==> src/rtl/cacheline_adaptor.sv <==
// rtl/cacheline_adaptor.sv - cache line <-> memory burst adaptor (optional checker: CACHELINE_ADAPTOR_PROTOCOL_CHECK_EN)
// Splits a cache line into s_line/s_burst memory beats for writes and assembles beats into a line for reads.
module cacheline_adaptor #(
    parameter int s_line  = 256,
    parameter int s_burst = 64
) (
    input  logic               clk,
    input  logic               rst,
    input  logic [s_line-1:0]  line_i,
    output logic [s_line-1:0]  line_o,
    input  logic [31:0]        address_i,
    input  logic               read_i,
    input  logic               write_i,
    output logic               resp_o,
    input  logic [s_burst-1:0] burst_i,
    output logic [s_burst-1:0] burst_o,
    output logic [31:0]        address_o,
    output logic               read_o,
    output logic               write_o,
    input  logic               resp_i,
    output logic               err_o
);

    localparam int BEATS = s_line / s_burst;
    localparam int CW    = (BEATS > 1) ? $clog2(BEATS) : 1;

    typedef enum logic [1:0] {
        IDLE,
        RD_BURST,
        WR_BURST,
        DONE
    } state_t;

    state_t            state_q, state_d;
    logic [CW-1:0]     beat_q, beat_d;
    logic [31:0]       addr_q, addr_d;
    logic [s_line-1:0] line_q, line_d;
    logic [s_line-1:0] buf_q, buf_d;
    logic              last_beat;

    // The line offset bits never reach memory; the address is always line-aligned.
    logic unused_addr_bits;
    assign unused_addr_bits = ^address_i[4:0];

    assign last_beat = (beat_q == CW'(BEATS - 1));

    always_comb begin
        state_d = state_q;
        beat_d  = beat_q;
        addr_d  = addr_q;
        line_d  = line_q;
        buf_d   = buf_q;
        case (state_q)
            IDLE: begin
                if (read_i) begin
                    state_d = RD_BURST;
                    beat_d  = '0;
                    addr_d  = {address_i[31:5], 5'b0};
                end else if (write_i) begin
                    state_d = WR_BURST;
                    beat_d  = '0;
                    addr_d  = {address_i[31:5], 5'b0};
                    buf_d   = line_i;
                end
            end
            RD_BURST: begin
                if (resp_i) begin
                    line_d[int'(beat_q) * s_burst +: s_burst] = burst_i;
                    beat_d = beat_q + CW'(1);
                    if (last_beat) begin
                        state_d = DONE;
                    end
                end
            end
            WR_BURST: begin
                // Shifting keeps the outgoing beat in the low slice of the buffer.
                if (resp_i) begin
                    buf_d  = buf_q >> s_burst;
                    beat_d = beat_q + CW'(1);
                    if (last_beat) begin
                        state_d = DONE;
                    end
                end
            end
            DONE: begin
                state_d = IDLE;
            end
            default: begin
                state_d = IDLE;
            end
        endcase
    end

    always_ff @(posedge clk or posedge rst) begin
        if (rst) begin
            state_q <= IDLE;
            beat_q  <= '0;
            addr_q  <= '0;
            line_q  <= '0;
            buf_q   <= '0;
        end else begin
            state_q <= state_d;
            beat_q  <= beat_d;
            addr_q  <= addr_d;
            line_q  <= line_d;
            buf_q   <= buf_d;
        end
    end

    assign read_o    = (state_q == RD_BURST);
    assign write_o   = (state_q == WR_BURST);
    assign resp_o    = (state_q == DONE);
    assign burst_o   = write_o ? buf_q[s_burst-1:0] : '0;
    assign address_o = addr_q;
    assign line_o    = line_q;

`ifdef CACHELINE_ADAPTOR_PROTOCOL_CHECK_EN
    logic err_q, err_d;

    always_comb begin
        err_d = err_q;
        if (resp_i && (state_q == IDLE || state_q == DONE)) begin
            err_d = 1'b1;
        end
        if (state_q == IDLE && read_i && write_i) begin
            err_d = 1'b1;
        end
        if ((state_q == RD_BURST && !read_i) || (state_q == WR_BURST && !write_i)) begin
            err_d = 1'b1;
        end
    end

    always_ff @(posedge clk or posedge rst) begin
        if (rst) begin
            err_q <= 1'b0;
        end else begin
            err_q <= err_d;
        end
    end

    assign err_o = err_q;
`else
    assign err_o = 1'b0;
`endif

endmodule
==> config.mk <==
export PLATFORM = sky130hd
export DESIGN_NAME = cacheline_adaptor
export DESIGN_NICKNAME = d
export VERILOG_FILES = /design/src/rtl/cacheline_adaptor.sv
export SDC_FILE = /design/constraint.sdc
export NUM_CORES = 1
export LEC_CHECK = 0
export ABC_CLOCK_PERIOD_IN_PS = 42700
export CAP_MARGIN = 5
export CORE_AREA = 2 2 276 278
export CTS_BUF_LIST = sky130_fd_sc_hd__clkbuf_8 sky130_fd_sc_hd__clkbuf_16
export CTS_CLUSTER_DIAMETER = 60
export DETAILED_ROUTE_END_ITERATION = 16
export DIE_AREA = 0 0 278 280
export PLACE_DENSITY_LB_ADDON = 0.2
export REMOVE_ABC_BUFFERS = 1
export SLEW_MARGIN = 20
export SYNTH_ARGS = -nofsm -noshare
export SYNTH_HDL_FRONTEND = slang
export SYNTH_SLANG_ARGS = --single-unit
export TNS_END_PERCENT = 50
==> constraint.sdc <==
create_clock -name clk -period 42.7 [get_ports clk]
set_clock_uncertainty 0.2 [all_clocks]
set_input_delay 6.405 -clock clk [delete_from_list [all_inputs] [get_ports clk]]
set_output_delay 6.405 -clock clk [all_outputs]
set_load 0.01 [all_outputs]
==> flow_summary.ini <==
[final_layout]
postLayoutCoreUtil_pct = 44.1
layout-drive-gt1-share_pct = 17.1
instances_no_fill = 3280
mostFrequentLayoutCells = clkdlybuf4s50_1 (701), dfrtp_1 (543), a22o_1 (252), mux2_2 (250), mux2_1 (225)
final_common_cell = clkdlybuf4s50_1
area.growth.synth_to_final_pct = 43.7
fillCellCount = 6827
fin_nets = 2619

[global_route]
grt_pass1_vias = 17174
grt_usage_pct = 18.1
grt_max_degree = 161
antenna_found_initial = 15
grt_pass1_wl_mm = 109
grt_overflow = 0

[synthesis]
ys_seq_elements = 543
ys_warn_count = 0
synth_ff_type = dfrtp_1
syn_avg_cell_area_sq_um = 14.6
syn_area_sq_mm = 0.0231
synth_cell_types = 29
async_reset_ff_share_pct = 100
synthCells = 1577
synth-edff-count = 0
yosysSeqAreaShare_pct = 58.9

[critical_path]
start_kind = input pin
cp.arrival_ps = 11370
crit_top_cell = buf_4
cp_num_buf_inv = 6
path_delay_family = buffers and inverters
worstPathCellList = clkdlybuf4s50_1, inv_1, a221oi_4, buf_4, buf_4, buf_4, buf_4, mux2_2
cp.required_ps = 42960
crit_slowest_cell = buf_4
cp_max_fo = 70
end_kind = flip-flop
crit_type = in -> reg
critPathMaxStageDelay_ps = 850

[floorplan]
coreArea_sq_mm = 0.0752
die_y_microns = 280
die_w_microns = 278
rows = 101
num_io_pins = 713
initial_core_util_pct = 30.7
dieArea_sq_mm = 0.0778

[power_and_ir_drop]
p_seq_share_pct = 36.0
peakVddDrop_uv = 38.3
p_leak_nw = 14.2
p_per_area_mw_per_mm2 = 66.9
p_total_mw = 2.22
swShare_pct = 31.1
combPwrFrac_pct = 38.6
p_int_mw = 1.53
switchingPower_mw = 0.690
pwr-share-clk_pct = 25.4

[place]
port_buffers = 701
post-dp-hpwl_mm = 47.8
dp_cells = 3158
place_congestion = 0.793

[route]
vias = 15846
postRouteAntennaNets = 0
dr.pass1.iters = 4
post_drt_via_cell_ratio = 4.83
drt_iter0_drc = 699
wl_per_cell_microns = 21.9
post-route-drc-count = 0
totalWireLength_mm = 71.9

[clocking]
root_buffer = clkbuf_16
ctsHoldBuffers = 0
h-tree-depth = 3
cts_resized = 0
cts_tree = done
post_cts_buffers = 0
cts_buffer_depth = 3
cts_made_buffers = 67
numClockSinks = 543
clk_latency_ps = 590
clkTransAtPathRegs_ps = 60

[sta]
drv_slew = 0
rsz0062_at_grt = no
finalHoldViolCount = 0
slew_headroom_pct = 29.2
setup_tns_ps = 0
hold_ws_ps = 276
finalCriticalPeriod_ps = 11110
tightestPinTransition_ps = 1060
timing.final.crit_share_pct = 26.0
max_freq_mhz = 90.0
setup_viol = 0

[hold_path]
hold_path.class = reg -> reg

[job]
max_cap_viol_count = 0

[outcome]
outcome = completed
## power groups by stage
stage               Combinational (mW)  Clock [mW]  Sequential [mW]
floorplan                        0.620           0            0.814
global placement                 0.855           0            0.798
detailed placement               0.873           0            0.806
CTS                              0.875       0.581            0.801
global route                     0.928       0.604            0.825
finish                           0.857       0.563            0.799
## worst register-to-register path, delay by kind of cell (launching register included)
| kind | cells | cell delay, ps |
|---|---|---|
| flip-flops | 1 | 410 |
| AO/OA/AOI/OAI | 1 | 390 |
| adder cells (fa/ha/maj) | 1 | 690 |
| buffers and inverters | 5 | 3500 |
| multiplexers | 2 | 710 |
## area by class of cell
cell class,count,area [sq um],area share [%]
diodes,9,22.5,0.0679
clock buffers,83,1920,5.79
clock inverters,30,277,0.834
inverters,6,30.0,0.0906
multi-input cells,909,8900,26.8
flip-flops and latches,543,13600,41.0
well taps,978,1220,3.69
repair buffers,722,7190,21.7
## kinds of logic (layout without fill, tap and decap cells)
group | Yosys count | after routing | synth area share (%)
mux | 481 | 481 | 23.4
simple gates | 148 | 148 | 4.08
compound gates | 261 | 261 | 9.93
buf+inv | 130 | 841 | 2.94
fa+ha+maj | 13 | 13 | 0.705
other cells | 1 | 15 | 0.0163
flops | 543 | 543 | 58.9
## Yosys cell counts (2+ instances only)
cell / count / share of area (%)
nand3_1: 4 / 0.087
nand2_1: 6 / 0.098
a32o_1: 4 / 0.17
and2_1: 64 / 1.7
a22o_1: 252 / 9.6
inv_1: 6 / 0.098
clkbuf_1: 62 / 1.0
nand2b_1: 2 / 0.054
buf_2: 26 / 0.56
mux2_1: 225 / 11
nor2b_1: 64 / 1.7
mux2_2: 250 / 12
nor2_1: 2 / 0.033
nor4_4: 2 / 0.18
dfrtp_1: 543 / 59
buf_6: 6 / 0.29
ha_1: 13 / 0.70
mux2i_1: 6 / 0.26
buf_4: 30 / 0.98
## final timing paths
path                       slack (ps)  cells after the start                 endpoint                    from
max                             31590                      8   buf_q[203]$_DFFE_PP0P_                  resp_i
min                               280                      1    buf_q[33]$_DFFE_PP0P_   buf_q[33]$_DFFE_PP0P_
max reg2reg                     36690                      9   buf_q[203]$_DFFE_PP0P_  state_q[0]$_DFFE_PP0P_
min reg2reg                       280                      1    buf_q[33]$_DFFE_PP0P_   buf_q[33]$_DFFE_PP0P_
max in group asynchronous       34000                      4  line_o[163]$_DFFE_PP0P_                     rst
min in group asynchronous        6190                      2   buf_q[233]$_DFFE_PP0P_                     rst
## registers in the layout, summed over array words and instances (netlist names)
register,count
address_o,27
beat_q,2
buf_q,256
line_o,256
state_q,2
## per-stage QoR
step	cell area, sq um	setup slack (ps)
3_3_place_gp	30900	30930
4_1_cts	33100	31480
5_1_grt	33100	31220
6_report	33200	31590
3_5_place_dp	30900	30850
2_1_floorplan	22400	19180
## metal layers
| layer | GRT usage, % | routed length, microns | vias up |
|---|---|---|---|
| met4 | 6.51 | 1920 | 10 |
| met5 | 0 | 70 | - |
| met2 | 29.3 | 34100 | 566 |
| met1 | 21.9 | 29300 | 8074 |
| met3 | 6.98 | 6510 | 108 |
| li1 | - | - | 7088 |
Note: power is estimated with default switching activity, not from simulation.
